[src/rtl/cpu_dma_tx_watchdog.sv]
// cpu_dma_tx_watchdog: declares a timeout when a DMA TX packet stalls, then requests a flush
// Ports: clk, reset (sync, active-high), wd_enable, tx_pkt_start, tx_word_vld,
//   tx_pkt_end, flush_ack in; tx_timeout (one-cycle pulse), flush_req (level),
//   wd_busy (ACTIVE or FLUSH) out, all registered.
// Optional: define CPU_DMA_TX_WD_MAX_STALL_EN to add max_stall[31:0], the longest stall seen since reset.
module cpu_dma_tx_watchdog #(
  parameter int unsigned TX_WATCHDOG_TIMEOUT = 125000
) (
  input  logic        clk,
  input  logic        reset,
  input  logic        wd_enable,
  input  logic        tx_pkt_start,
  input  logic        tx_word_vld,
  input  logic        tx_pkt_end,
  input  logic        flush_ack,
  output logic        tx_timeout,
  output logic        flush_req,
  output logic        wd_busy
`ifdef CPU_DMA_TX_WD_MAX_STALL_EN
  ,
  output logic [31:0] max_stall
`endif
);
  localparam int CW = $clog2(TX_WATCHDOG_TIMEOUT);
  localparam logic [CW-1:0] LAST = CW'(TX_WATCHDOG_TIMEOUT - 1);
  typedef enum logic [1:0] {IDLE, ACTIVE, FLUSH} state_t;
  state_t state;
  logic [CW-1:0] cnt;
  logic clr, tmo;
  assign clr = (state == ACTIVE) && (tx_pkt_end || tx_word_vld || tx_pkt_start);
  assign tmo = (state == ACTIVE) && !clr && wd_enable && (cnt == LAST);
  // The counter never passes LAST: the terminal count moves to FLUSH instead of incrementing.
  always_ff @(posedge clk) begin
    if (reset) begin
      state      <= IDLE;
      cnt        <= '0;
      tx_timeout <= 1'b0;
      flush_req  <= 1'b0;
      wd_busy    <= 1'b0;
    end else begin
      tx_timeout <= 1'b0;
      case (state)
        IDLE: if (tx_pkt_start) begin
          state   <= ACTIVE;
          cnt     <= '0;
          wd_busy <= 1'b1;
        end
        ACTIVE: if (tx_pkt_end) begin
          state   <= IDLE;
          cnt     <= '0;
          wd_busy <= 1'b0;
        end else if (tx_word_vld || tx_pkt_start) begin
          cnt <= '0;
        end else if (tmo) begin
          state      <= FLUSH;
          tx_timeout <= 1'b1;
          flush_req  <= 1'b1;
        end else if (wd_enable) begin
          cnt <= cnt + CW'(1);
        end
        FLUSH: if (flush_ack) begin
          state     <= IDLE;
          cnt       <= '0;
          flush_req <= 1'b0;
          wd_busy   <= 1'b0;
        end
        default: begin
          state     <= IDLE;
          cnt       <= '0;
          flush_req <= 1'b0;
          wd_busy   <= 1'b0;
        end
      endcase
    end
  end
`ifdef CPU_DMA_TX_WD_MAX_STALL_EN
  // Sampled only when a stall ends (cnt cleared) or times out; a timeout reports the full timeout length.
  always_ff @(posedge clk) begin
    if (reset) max_stall <= '0;
    else if (tmo) max_stall <= TX_WATCHDOG_TIMEOUT;
    else if (clr && 32'(cnt) > max_stall) max_stall <= 32'(cnt);
  end
`endif
endmodule
[config.mk]
export PLATFORM = sky130hd
export DESIGN_NAME = cpu_dma_tx_watchdog
export DESIGN_NICKNAME = d
export VERILOG_FILES = /design/src/rtl/cpu_dma_tx_watchdog.sv
export SDC_FILE = /design/constraint.sdc
export NUM_CORES = 1
export LEC_CHECK = 0
export CORE_MARGIN = 1
export CORE_UTILIZATION = 60
export CTS_BUF_LIST = sky130_fd_sc_hd__clkbuf_16
export CTS_CLUSTER_DIAMETER = 80
export DETAILED_ROUTE_END_ITERATION = 8
export PLACE_DENSITY = 0.8
export SYNTH_ARGS = -nofsm -noshare
export SYNTH_HDL_FRONTEND = slang
export SYNTH_SLANG_ARGS = --single-unit
[constraint.sdc]
create_clock -name clk -period 3.35 [get_ports clk]
set_clock_uncertainty 0.2 [all_clocks]
set_input_delay 0.335 -clock clk [delete_from_list [all_inputs] [get_ports clk]]
set_output_delay 0.335 -clock clk [all_outputs]
set_load 0.01 [all_outputs]
==> impl_metrics.tcl, run 1 <==
set metrics [dict create \
    drive_above_1_share_pct 6.08 \
    max_cap_violations 0 \
    synth_cell_type_count 40 \
    dieArea_sq_mm 0.00208 \
    cts.sinks 22 \
    synth-seq-area-share_pct 38.6 \
    outcome "complete, no violations" \
    cp-endpoint "cnt[7]" \
    post_cts_buffers 0 \
    syn_inst 139 \
    cts_tree "built" \
    power_mw 0.552 \
    synth-warning-count 0 \
    worstPathArrival_ns 2.34 \
    synth-simple-area-share_pct 36.4 \
    syn-mean-instance-area_sq_um 8.22 \
    slew_headroom_pct 65.3 \
    final_cells 173 \
    synthMuxAreaShare_pct 0.876 \
    grt_max_degree 15 \
    synthXorXnorAreaFrac_pct 8.43 \
    min_path_type "flip-flop to flip-flop" \
    portBuffers 9 \
    drt_iter0_markers 20 \
    cp-start-kind "input pin" \
    clock_latency_ns 0.25 \
    vias 1050 \
    n_antenna_cell 0 \
    leakage_nw 0.420 \
    slew_violations 0 \
    reg2reg_depth 5 \
    crit_path_start "tx_pkt_end" \
    root_buffer "clkbuf_16" \
    max_freq_ghz 0.415 \
    ctsResizeCount 0 \
    cts_hold_buffers 0 \
    seqCellArea_sq_um 440 \
    dr.pass1.iters 4 \
    finalSetupViolCount 0 \
    dp_hpwl_microns 1760 \
    crit_required_ns 3.27 \
    grt_pass1_wl_microns 4170 \
    rsz0062_at_grt "false" \
    syn_area_sq_mm 0.00114 \
    dieWidth_microns 45.6 \
    synth_top_family_by_area "simple AND/OR/NAND/NOR gates" \
    grt_usage_pct 27.8 \
    synth_edf_count 0 \
    place_congestion 0.869 \
    fill_cells 146 \
    worstSetupPathType "input pin to flip-flop" \
    clk_pin_slew_worst_paths_ns 0.05 \
    ioPinCount 10 \
    drc_errors 0 \
    core_sq_mm 0.00176 \
    period_needed_ns 2.41 \
    final_nets 157 \
    rows 15 \
    grt.overflow.total 0 \
    synth_compound_area_share_pct 11.6 \
    wl_microns 2450 \
    timing.rr.end "cnt[7]" \
    final-hold-violation-count 0 \
    fin_crit_sh_pct 72.0 \
    area_growth_pct 16.4 \
    synth_adder_area_share_pct 1.10 \
    cts_made_buffers 3 \
    tns_ns 0 \
    wl_per_cell_microns 14.1 \
    antenna_found_initial 0 \
    grt_pass1_vias 967 \
    timing.rr.start "state[1]" \
    cts_buffer_depth 2 \
    path_max_fanout 9 \
    ys_ff_latch 22 \
    power_density_mw_per_mm2 415 \
    async_flop_share_pct 0 \
    antenna_left 0 \
    worstSetupEndpointType "flip-flop" \
    syn-num-nets 147 \
    hold_path_startpoint "flush_req" \
    post-place-cells 169 \
    peakVddDrop_mv 0.274 \
    worstMarginPinSlew_ns 0.517 \
    h-tree-depth 1 \
    fin_util_pct 75.4 \
    initial_utilization_pct 64.8 \
    synth_top_flop_cell "dfxtp_1" \
    dieHeight_microns 45.6 \
    rrSetupSlack_ns 1.07 \
    vias_per_cell 6.07 \
    multi_input_area_sq_um 667 \
]
## power breakdown
part	switching (mW)	total (mW)	internal [mW]	leakage, nW
combinational	0.0215	0.0387	0.0172	0.204
clock	0.0882	0.247	0.159	0.0385
sequential	0.00208	0.266	0.264	0.178
## through the flow
step,setup WS (ns),area (sq um),hold WS [ns]
global placement,0.790,1250,0.247
CTS,0.976,1330,0.269
floorplan,1.31,1140,0.249
detailed placement,0.738,1250,0.261
global route,0.777,1330,0.295
finish,0.938,1330,0.266
## synthesized netlist by cell type (all sizes together), types with 2 or more instances
library cell / count / area (sq um)
a21o: 2 / 16.3
a21oi: 8 / 40.0
and2: 4 / 25.0
clkbuf: 5 / 20.0
dfxtp: 22 / 440
inv: 4 / 15.0
nand2: 9 / 33.8
nand3: 6 / 30.0
nand4: 8 / 50.1
nor2: 19 / 71.3
nor3: 5 / 25.0
nor4: 2 / 12.5
nor4b: 3 / 26.3
nor4bb: 2 / 20.0
o21ai: 5 / 25.0
or3: 5 / 32.5
or3b: 2 / 20.0
or4: 3 / 22.5
xnor2: 3 / 26.3
xor2: 8 / 70.1
## critical path: stages
cell and delay [ns]:
clkdlybuf4s50_1 0.45, or3b_4 0.41, or4_1 0.43, o21ai_1 0.44, or3b_2 0.21, a21oi_1 0.06
## layout make-up
cell class / instances / area share (%)
clock buffers: 3 / 5.64
clock inverters: 1 / 0.282
inverters: 4 / 1.13
multi-input cells: 108 / 50.1
flip-flops and latches: 22 / 33.1
well taps: 25 / 2.35
repair buffers: 10 / 7.34
## cells in the final DEF (no fill, tap or decap), types with 2 or more instances in the layout
master,instances
dfxtp_1,22
nor4_1,2
xor2_1,8
or3_1,4
xnor2_1,3
or4_1,3
clkbuf_16,3
clkdlybuf4s50_1,9
nand2_1,9
nor2_1,19
nor4b_1,3
and2_1,3
nor4bb_1,2
nor3_1,5
a21oi_1,8
nand4_1,8
inv_1,4
nand3_1,6
o21ai_0,4
## kinds of logic (layout without fill, tap and decap cells)
group	count (synthesis)	in the layout
and+or+nand+nor	74	74
muxes	1	1
AOI/OAI and AO/OA	21	21
DFF	22	22
buffers and inverters	9	18
adders and majority gates	1	1
xor gates and xnor gates	11	11
## per-layer routing
| layer | vias to the layer above | global-route usage, % | share of wire (%) |
|---|---|---|---|
| li1 | 525 | - | - |
| met1 | 490 | 34.2 | 45 |
| met2 | 30 | 47.7 | 49 |
| met3 | 5 | 4.76 | 5.2 |
| met4 | 0 | 10.9 | 1.3 |
| met5 | - | 0 | 0 |
## worst min path at each step
stage	endpoint	slack, ns	depth (start not counted)
global route	flush_req	0.30	2
CTS	flush_req	0.27	2
global placement	flush_req	0.25	2
detailed placement	flush_req	0.26	2
finish	flush_req	0.27	2
floorplan	cnt[1]	0.25	2
## registers in the layout (all words and copies together), names as in the netlist
name	count
cnt	17
flush_req	1
state	2
tx_timeout	1
wd_busy	1
No activity file was read; power rests on OpenSTA's default activity.
==> run 2: changes to the inputs <==
- CORE_UTILIZATION: 60 -> 50
- PLACE_DENSITY: 0.8 -> 0.71
- clock period: 3.35 -> 2.2 ns (I/O delays scaled with it)
==> run 2 against run 1 <==
- via count is 6.1% higher
- critical endpoint is now cnt[2]
- die area is 19% higher
- clock-buffer cell count is the same
- routed wire length increased by 13%
- final cell count is 9.2% higher
- sequential share of layout area down 3.0 points
- clock power rose by 110%
- setup slack lost 0.82 ns
- largest cell class unchanged
- sequential power increased by 52%
- worst hold slack improved by 0.0026 ns
- core utilization shrank 4.2 points
==> impl_metrics.tcl, run 2 (same netlist as run 1, synthesis figures left out) <==
set metrics [dict create \
    outcome "complete, no violations" \
    final_cell_mix "dfxtp_1, nor2_1, buf_4, nand2_1, clkdlybuf4s50_1" \
    wl_met1_microns 1240 \
    largestRegisters "cnt x17, state x2" \
    peakVddDrop_mv 0.493 \
    initial_utilization_pct 55.4 \
    post-place-cells 185 \
    top_layer "met4" \
    core_sq_mm 0.00206 \
    leakage_nw 0.503 \
    drive_above_1_share_pct 15.4 \
    seqCellArea_sq_um 442 \
    layout_setup_ws_ns 0.120 \
    dieWidth_microns 49.8 \
    cp_slowest_stage_delay_ns 0.48 \
    seqPwrFrac_pct 41.2 \
    drc_errors 0 \
    h-tree-depth 1 \
    clock_latency_ns 0.26 \
    wl_met3_microns 88 \
    swShare_pct 18.9 \
    worstMarginPinSlew_ns 0.406 \
    worstSetupPathType "input pin to flip-flop" \
    cts_made_buffers 3 \
    rsz0062_at_grt "false" \
    path_max_fanout 5 \
    final_nets 171 \
    place_ws_ns -0.154 \
    clock_power_share_pct 51.5 \
    combPwrFrac_pct 7.3 \
    cts_buffer_depth 2 \
    wl_met2_microns 1390 \
    fin_crit_sh_pct 94.5 \
    dieArea_sq_mm 0.00248 \
    dieHeight_microns 49.8 \
    cts_tree "built" \
    final-hold-violation-count 0 \
    cp-start-kind "input pin" \
    hold_slack_ns 0.268 \
    grt.overflow.total 0 \
    grt_pass1_wl_microns 4690 \
    vias 1114 \
    wl_microns 2760 \
    area_growth_pct 28.5 \
    tns_ns 0 \
    place_congestion 0.834 \
    crit_required_ns 2.18 \
    largest_reg_flops 17 \
    vias_per_cell 5.89 \
    slowest_stage "or4_1" \
    p_switching_mw 0.186 \
    portBuffers 9 \
    worstSetupEndpointType "flip-flop" \
    worst-path-buf-inv 1 \
    rows 16 \
    regMostFlops "cnt" \
    grt_max_degree 14 \
    wl_per_cell_microns 14.6 \
    grt_usage_pct 25.0 \
    slew_headroom_pct 72.9 \
    min_path_type "flip-flop to flip-flop" \
    antenna_left 0 \
    antenna_found_initial 0 \
    p_int_mw 0.799 \
    cts.sinks 22 \
    slew_violations 0 \
    power_density_mw_per_mm2 671 \
    root_buffer "clkbuf_16" \
    fill_cells 160 \
    clk_pin_slew_worst_paths_ns 0.06 \
    period_needed_ns 2.08 \
    worstPathCellList "clkdlybuf4s50_1 -> or3b_4 -> or3_1 -> or4_1 -> a21oi_1" \
    finalSetupViolCount 0 \
    n_antenna_cell 0 \
    worstPathArrival_ns 2.06 \
    multi_input_area_sq_um 669 \
    max_freq_ghz 0.481 \
    ioPinCount 10 \
    cts_hold_buffers 0 \
    max_cap_violations 0 \
    dp_hpwl_microns 2030 \
    drt_iter0_markers 59 \
    power_mw 0.985 \
    final_cells 189 \
    layout_commonest_cell "dfxtp_1" \
    cp_top_family "simple AND/OR/NAND/NOR gates" \
    dr.pass1.iters 4 \
    grt_pass1_vias 1073 \
]
## run 2: area by class of cell
| cell class | instances | area share, % |
|---|---|---|
| clock buffer | 3 | 5.12 |
| clock inverter | 1 | 2.05 |
| inverter | 4 | 1.02 |
| multi-input combinational | 108 | 45.6 |
| sequential | 22 | 30.1 |
| tap | 27 | 2.30 |
| timing repair buffer | 24 | 13.8 |
## run 2: layer usage
metal / vias up / track usage (%)
met5: - / 0
met4: 0 / 9.05
met3: 5 / 2.78
met2: 23 / 44.4
met1: 536 / 30.6
li1: 550 / -
## run 2: final timing paths
check / start / to / slack (ns) / depth (start not counted)
worst max register to register: state[0] / cnt[2] / 0.15 / 4
worst max-delay path: tx_pkt_end / cnt[2] / 0.12 / 5
worst min-delay path: flush_req / flush_req / 0.27 / 2
worst min register to register: flush_req / flush_req / 0.27 / 2
## run 2: repair_timing
action	4_1_cts	5_1_grt
buffers inserted	0	0
gates resized for setup	0	2
endpoints found under the setup margin	0	1
## run 2: worst register-to-register path, stage by stage (launching register included)
cell,delay [ns]
dfxtp_2,0.35
or3b_4,0.41
or3_1,0.39
or4_1,0.48
a21oi_1,0.15
## run 2: metrics by stage
stage,area [sq um],util (%)
finish,1470,71.2
global route,1470,71.2
CTS,1460,71.0
detailed placement,1360,65.9
global placement,1360,65.9
floorplan,1140,-
## run 2: power by group through the flow
stage	clock network (mW)	logic, mW	registers (mW)
after floorplan	0	0.0315	0.414
after global placement	0	0.0689	0.414
after detailed placement	0	0.0703	0.414
after CTS	0.510	0.0711	0.405
after global routing	0.535	0.0786	0.406
final	0.507	0.0720	0.405
